[src/rtl/arb_pkg.sv]
`default_nettype none
// +------------------------------------------------------------------+
// | arb_pkg : shared arbiter types, state encoding and helpers         |
// | Rev 1.0                                                            |
// +------------------------------------------------------------------+
package arb_pkg;

  typedef enum logic [0:0] {
    ST_IDLE = 1'b0,
    ST_BUSY = 1'b1
  } state_t;

  function automatic int clog2(input int v);
    int r;
    r = 0;
    while ((1 << r) < v) r++;
    return r;
  endfunction

  // Up to 16 sources; OR-reduction keeps it cheap when the input is one-hot.
  function automatic logic [3:0] onehot2idx(input logic [15:0] oh);
    logic [3:0] idx;
    idx = '0;
    for (int i = 0; i < 16; i++)
      if (oh[i]) idx = idx | 4'(i);
    return idx;
  endfunction

endpackage
`default_nettype wire

[src/rtl/rr_arbiter_pick.sv]
`default_nettype none
// +------------------------------------------------------------------+
// | rr_pick : round-robin search starting after ptr, optional exclude  |
// | Rev 1.0                                                            |
// +------------------------------------------------------------------+
module rr_pick #(
  parameter int N     = 4,
  parameter int IDX_W = 2
) (
  input  logic [N-1:0]     req,
  input  logic [IDX_W-1:0] ptr,
  input  logic             excl,
  output logic [IDX_W-1:0] pick,
  output logic             found
);

  localparam logic [IDX_W+1:0] c_n   = (IDX_W+2)'(N);
  localparam logic [IDX_W+1:0] c_one = (IDX_W+2)'(1);

  logic [N-1:0]     w_mask;
  logic [2*N-1:0]   w_dbl;
  logic [N-1:0]     w_rot;
  logic [IDX_W+1:0] w_start;
  logic [IDX_W+1:0] w_off;
  logic [IDX_W+1:0] w_sum;

  always_comb begin
    w_mask = excl ? (req & ~(N'(1) << ptr)) : req;
    w_start = (IDX_W+2)'(ptr) + c_one;
    // Rotating the doubled vector puts requester ptr+1 at bit 0.
    w_dbl = {w_mask, w_mask} >> w_start;
    w_rot = w_dbl[N-1:0];
    found = 1'b0;
    w_off = '0;
    for (int i = N - 1; i >= 0; i--) begin
      if (w_rot[i]) begin
        found = 1'b1;
        w_off = (IDX_W+2)'(i);
      end
    end
    w_sum = w_start + w_off;
    if (w_sum >= c_n) w_sum = w_sum - c_n;
    pick = w_sum[IDX_W-1:0];
  end

endmodule
`default_nettype wire

[src/rtl/rr_arbiter.sv]
`default_nettype none
// +------------------------------------------------------------------+
// | rr_arbiter : N-way round-robin arbiter with optional hold limit    |
// | Rev 1.0                                                            |
// +------------------------------------------------------------------+
module rr_arbiter
  import arb_pkg::*;
#(
  parameter  int N        = 4,
  parameter  int MAX_HOLD = 0,
  localparam int IDX_W    = (clog2(N) > 1) ? clog2(N) : 1,
  localparam int CNT_W    = (clog2(MAX_HOLD + 1) > 1) ? clog2(MAX_HOLD + 1) : 1
) (
  input  logic             clk,
  input  logic             rst,
  input  logic [N-1:0]     req,
  output logic [N-1:0]     gnt,
  output logic [IDX_W-1:0] gnt_idx,
  output logic             gnt_vld
);

  localparam logic [CNT_W-1:0] c_max = CNT_W'(MAX_HOLD);
  localparam logic [CNT_W-1:0] c_one = CNT_W'(1);

  state_t           r_state;
  logic [N-1:0]     r_gnt;
  logic [IDX_W-1:0] r_idx;
  logic [IDX_W-1:0] r_ptr;
  logic [CNT_W-1:0] r_cnt;
  logic             r_vld;

  logic [IDX_W-1:0] w_pick;
  logic             w_found;
  logic             w_busy;
  logic             w_limit;
  logic             w_can_inc;

  assign w_busy    = (r_state == ST_BUSY);
  assign w_limit   = (MAX_HOLD != 0) && (r_cnt >= c_max);
  assign w_can_inc = (MAX_HOLD != 0) && (r_cnt < c_max);

  // While busy the owner is masked, so found means "someone else is waiting".
  rr_pick #(
    .N     (N),
    .IDX_W (IDX_W)
  ) u_pick (
    .req   (req),
    .ptr   (r_ptr),
    .excl  (w_busy),
    .pick  (w_pick),
    .found (w_found)
  );

  always_ff @(posedge clk or negedge rst) begin
    if (!rst) begin
      r_state <= ST_IDLE;
      r_gnt   <= '0;
      r_idx   <= '0;
      r_ptr   <= IDX_W'(N - 1);
      r_cnt   <= '0;
      r_vld   <= 1'b0;
    end else begin
      case (r_state)
        ST_IDLE: begin
          if (w_found) begin
            r_state <= ST_BUSY;
            r_gnt   <= N'(1) << w_pick;
            r_idx   <= w_pick;
            r_ptr   <= w_pick;
            r_cnt   <= c_one;
            r_vld   <= 1'b1;
          end
        end
        ST_BUSY: begin
          if (req[r_idx] && !(w_limit && w_found)) begin
            if (w_can_inc) r_cnt <= r_cnt + c_one;
          end else if (w_found) begin
            r_gnt <= N'(1) << w_pick;
            r_idx <= w_pick;
            r_ptr <= w_pick;
            r_cnt <= c_one;
          end else begin
            r_state <= ST_IDLE;
            r_gnt   <= '0;
            r_vld   <= 1'b0;
          end
        end
        default: r_state <= ST_IDLE;
      endcase
    end
  end

  assign gnt     = r_gnt;
  assign gnt_idx = r_idx;
  assign gnt_vld = r_vld;

endmodule
`default_nettype wire

[config.mk]
export PLATFORM = sky130hd
export DESIGN_NAME = rr_arbiter
export DESIGN_NICKNAME = d
export VERILOG_FILES = /design/src/rtl/arb_pkg.sv /design/src/rtl/rr_arbiter_pick.sv /design/src/rtl/rr_arbiter.sv
export SDC_FILE = /design/constraint.sdc
export NUM_CORES = 1
export LEC_CHECK = 0
export ABC_AREA = 0
export BUFFER_PORTS_ARGS = -buffer_cell sky130_fd_sc_hd__buf_2
export CAP_MARGIN = 25
export CORE_MARGIN = 5
export CORE_UTILIZATION = 50
export CTS_CLUSTER_SIZE = 20
export DETAILED_ROUTE_END_ITERATION = 6
export GPL_ROUTABILITY_DRIVEN = 0
export GPL_TIMING_DRIVEN = 0
export PLACE_DENSITY_LB_ADDON = 0.1
export SLEW_MARGIN = 40
export SYNTH_ARGS = -nofsm -noshare
export SYNTH_HDL_FRONTEND = slang
export SYNTH_SLANG_ARGS = --single-unit
[constraint.sdc]
create_clock -name clk -period 5.3 [get_ports clk]
set_input_delay 1.06 -clock clk [delete_from_list [all_inputs] [get_ports clk]]
set_output_delay 1.06 -clock clk [all_outputs]
set_load 0.005 [all_outputs]
# Yosys cells after proc, flatten, opt, wreduce, memory -nomap -nowiden

Cells that the tools add are included.

Bits in registers: 10
Word-level logic and storage cells: 50
Output and inout port bits: 7

Shifts and indexed selects: 3
Multiplexer cells: 29
Bitwise gates (word level): 3
Add/sub/neg operators: 3
Magnitude comparators: 2
Reductions and logical operators: 2
Equality and inequality tests: 3

Operators with widths:

| kind                  | count |
|---|---|
| $mux W2               | 9 |
| $mux W4               | 4 |
| $mux W1               | 10 |
| $pmux W2 S2           | 2 |
| $pmux W4 S2           | 1 |
| $shl A1 B2 Y4 const A | 2 |
| $shr A8 B4 Y4         | 1 |
| $add A3 B2 Y4         | 1 |
| $and A4 B4 Y4         | 1 |
| $ge A4 B3 Y1 const B  | 1 |
| $ne A2 B2 Y1 const B  | 2 |
| $not A4 Y4            | 1 |
| $pmux W1 S2           | 2 |
| $add A2 B1 Y3 const B | 1 |
| $lt A2 B3 Y1 const B  | 1 |
| $reduce_and A3 Y1     | 1 |
| $bmux W1 S2           | 1 |
| $ne A2 B1 Y1 const B  | 1 |
| $reduce_and A2 Y1     | 1 |
| $sub A2 B1 Y2 const B | 1 |
| $not A1 Y1            | 1 |

# Depth between registers and ports, before layout

Depth in word-level cells: 16
Gate-level depth with buffers: 10
Depth with buffers taken out: 9

# Modules after synthesis

A second synthesis with hierarchy kept.

Cell total of the unflattened synthesis: 80
Area total of the unflattened synthesis: 784.5 µm²

By module, submodules not included:

| module     | area each (µm²) | instances | sequential area each (µm²) | cells an instance |
|---|---|---|---|---|
| rr_arbiter | 513.0           | 1         | 252.7                      | 43 |
| rr_pick    | 271.5           | 1         | 0.0                        | 37 |

# Least setup slack after synthesis

No wires, ideal clock.

Kind: input port to flip-flop
From: input port req[0]
To: register r_gnt[2], in the netlist gnt[2]
Setup slack: 2.619 ns
Path buffers: 1
Required time: 5.232 ns
Cell stages on the path: 7
Arrival time: 2.614 ns
Path through: buf_2 -> mux4_2 -> o221ai_1 -> nand2_1 -> ha_1 -> xnor2_1 -> a32o_1

Word-level cells in the longest chain between the ends: 14
Elaborated cells between the ends (all ways): 25

Ends and longest elaborated chain:

| what                                          | line                               | RTL |
|---|---|---|
| start: declaration                            | rr_arbiter.sv:16                   | `input logic [N-1:0] req,` |
| $and A4 B4 Y4                                 | rr_arbiter_pick.sv:28              | `w_mask = excl ? (req & ~(N'(1) << ptr)) : req;` |
| $mux W4                                       | rr_arbiter_pick.sv:28              |  |
| $shr A8 B4 Y4                                 | rr_arbiter_pick.sv:31              | `w_dbl = {w_mask, w_mask} >> w_start;` |
| $mux W2 (4 in a row)                          | rr_arbiter_pick.sv:36              | `if (w_rot[i]) begin` |
| $add A3 B2 Y4                                 | rr_arbiter_pick.sv:41              | `w_sum = w_start + w_off;` |
| $ge A4 B3 Y1 or $sub A2 B1 Y2 (tied branches) | rr_arbiter_pick.sv:42              | `if (w_sum >= c_n) w_sum = w_sum - c_n;` |
| $mux W2                                       | rr_arbiter_pick.sv:42              |  |
| $shl A1 B2 Y4                                 | rr_arbiter.sv:67, rr_arbiter.sv:78 |  |
| $mux W4                                       | rr_arbiter.sv:77                   | `end else if (w_found) begin` |
| $mux W4                                       | rr_arbiter.sv:75                   | `if (req[r_idx] && !(w_limit && w_found)) begin` |
| $pmux W4 S2                                   | rr_arbiter.sv:63                   | `case (r_state)` |
| end signal: assignment                        | rr_arbiter.sv:67                   | `r_gnt <= N'(1) << w_pick;` |
| end signal: assignment                        | rr_arbiter.sv:78                   | `r_gnt <= N'(1) << w_pick;` |
| end: declaration                              | rr_arbiter.sv:26                   | `logic [N-1:0] r_gnt;` |

Several ways; a longest one is shown, not always the timed one. The select of a mux whose other input is x is not followed.
A chain may end at the register's enable or synchronous reset.

# Worst setup path after layout

From: input port req[3]
To: register r_gnt[0], in the netlist gnt[0]

Same word-level chain as after synthesis.

==> results_dict.tcl <==
set metrics [dict create \
    status "finished, final reports clean" \
    async_flop_share_pct 100 \
    cap_violations 0 \
    drive_gt1_share_pct 35.2 \
    synthTopCellsByArea "dfrtp_1, dfstp_2, mux4_2" \
    clk_latency_ns 0.27 \
    num_vias 624 \
    p_sw_share_pct 41.1 \
    cpMostUsedCell "buf_2" \
    grt_pass1_wl_um 2710 \
    use_met3_pct 3.31 \
    wl_per_cell_um 15.0 \
    ys_seq_area_share_pct 31.9 \
    startpoint "req[3]" \
    criticalPathCategory "in2reg" \
    synthesis.nets 82 \
    io-pin-count 13 \
    seqPwrFrac_pct 24.8 \
    yosys_warnings 0 \
    io_buffers 11 \
    setup_slack_ns 2.50 \
    setup_tns_ns 0 \
    place_ws_ns 2.26 \
    grt_max_degree 11 \
    grt-busiest-layer "met2" \
    setup_viol 0 \
    area_growth_syn_to_layout_pct 14.1 \
    power_uw 552 \
    drt_iter0_drc 9 \
    met2_usage_pct 21.2 \
    synth.largest_area_cell "dfrtp_1" \
    clock_skew_ns 0.00105 \
    synthFlopType "dfrtp_1" \
    hold_start "gnt[0]" \
    critPathRequiredTime_ns 5.43 \
    hold_violations 0 \
    p_leak_uw 0.000407 \
    die_y_um 49.8 \
    cts_sinks 10 \
    clkSlewWorstSetupHoldPaths_ns 0.07 \
    die_area_mm2 0.00248 \
    avgSynthCellArea_um2 10.8 \
    antennaDiodeCount 0 \
    period_minus_slack_ns 2.80 \
    reg2reg_from "r_ptr[1]" \
    ys_seq_elements 10 \
    arrival_ns 2.92 \
    path_cells "buf_2 -> buf_2 -> mux4_1 -> nor3_1 -> nand2_1 -> ha_1 -> xnor2_1 -> o21ai_0" \
    timing.critical_path.to_type "flip-flop" \
    synth_top_area_share_pct 25.3 \
    cts_tree "built" \
    start_kind "input port" \
    relSlewSlack_pct 67.1 \
    grt_use_met1_pct 18.4 \
    worst_pin_slew_ns 0.482 \
    rsz0062_at_grt "false" \
    fin_util_pct 60.0 \
    holdCritPathClass "reg2reg" \
    synth_edf_count 0 \
    drt-total-wl_um 1560 \
    antenna_found_initial 0 \
    yosys-top-cells-count "dfrtp_1, nand2_1, inv_1, o21ai_0" \
    dp_hpwl_um 1150 \
    postCtsSetupBuffers 0 \
    cts_resized 0 \
    critPathSlowestCell "mux4_1" \
    powerDensity_mw_per_mm2 612 \
    final_nets 98 \
    drt-vias-per-instance 6.00 \
    vdd_drop_max_uv 391 \
    clk_path_buf_depth 2 \
    cts_made_buffers 3 \
    combinationalPowerShare_pct 62.8 \
    cts.htree.levels 1 \
    initial_core_util_pct 52.6 \
    ant_nets 0 \
    fmax_ghz 0.358 \
    slowest_delay_ns 0.51 \
    fin_crit_sh_pct 52.8 \
    drc 0 \
    p_int_uw 325 \
    ys_types 36 \
    ctsHoldBuffers 0 \
    rows 14 \
    dr.pass1.iters 4 \
    cts-root-buf "clkbuf_4" \
    syn-cell-area_um2 792 \
    grt_pass1_vias 610 \
    globalRouteOverflowTotal 0 \
    die_w_um 49.8 \
    crit_fanout 10 \
    core_area_mm2 0.00151 \
    syn_inst 73 \
    clockPowerShare_pct 12.4 \
    slew_viol_final 0 \
    track_usage_pct 14.0 \
    p_switching_uw 227 \
]
## through the flow
stage          cell area (um^2)  std cells  hold slack [ns]
6_report                    903        104            0.487
5_1_grt                     903        104            0.520
4_1_cts                     903        104            0.491
3_5_place_dp                867        100            0.476
3_3_place_gp                867        100            0.464
2_1_floorplan               792         73            0.473
## cell families after synthesis
| group | after synthesis | share of synthesized area (%) |
|---|---|---|
| AOI/OAI and AO/OA | 18 | 21.2 |
| xor gates and xnor gates | 1 | 1.11 |
| adders and majority gates | 3 | 4.74 |
| buffers and inverters | 9 | 6.48 |
| DFF | 10 | 31.9 |
| muxes | 9 | 17.1 |
| and+or+nand+nor | 23 | 17.5 |
## path summary, 6_finish.rpt
| path | end | slack (ns) | depth (start not counted) |
|---|---|---|---|
| setup / recovery | gnt[0] | 2.50 | 8 |
| hold / removal | gnt[0] | 0.49 | 2 |
| setup reg to reg | gnt[0] | 2.88 | 7 |
| hold reg to reg | gnt[0] | 0.49 | 2 |
| max in group asynchronous | r_ptr[0] | 4.41 | 1 |
| min in group asynchronous | gnt[3] | 0.64 | 1 |
## critical path, delay by kind of cell
family	cells	cell delay, ns
multiplexers	1	0.51
AND/OR/NAND/NOR	2	0.28
adder cells (fa/ha/maj)	1	0.20
XOR/XNOR	1	0.42
AO/OA/AOI/OAI	1	0.17
buffers and inverters	2	0.27
## routing by layer
metal	wire length, um	share of wire (%)
met1	700	45
met2	745	48
met3	80	5.1
met4	32	2.1
met5	0	0
## power by group through the flow
stage	sequential, uW	combinational (uW)	clock (uW)
3_5_place_dp	139	347	0
3_3_place_gp	138	345	0
4_1_cts	137	349	70.3
5_1_grt	142	386	75.5
6_report	137	347	68.7
2_1_floorplan	139	270	0
## cell type report
cell class	instances	area (um^2)
multi-input combinational	54	488
clock buffer	4	36.3
sequential	10	253
fill	127	603
tap	16	20.0
timing repair buffer	11	55.1
buffer	4	32.5
inverter	5	18.8
## cells in the final DEF (no fill, tap or decap), types with 2 or more instances in the layout
cell,instances
buf_2,13
nand2_1,8
dfrtp_1,8
inv_1,5
o21ai_0,5
mux2i_1,3
nor3_1,3
nor2b_1,3
ha_1,3
clkbuf_4,3
buf_6,2
mux4_2,2
o21bai_1,2
mux2_2,2
a32o_1,2
dfstp_2,2
## state kept, by name, indices dropped and copies added, names as in the netlist
signal	count
gnt	4
gnt_idx	2
gnt_vld	1
r_ptr	2
r_state	1
(Power assumes the default switching activity.)
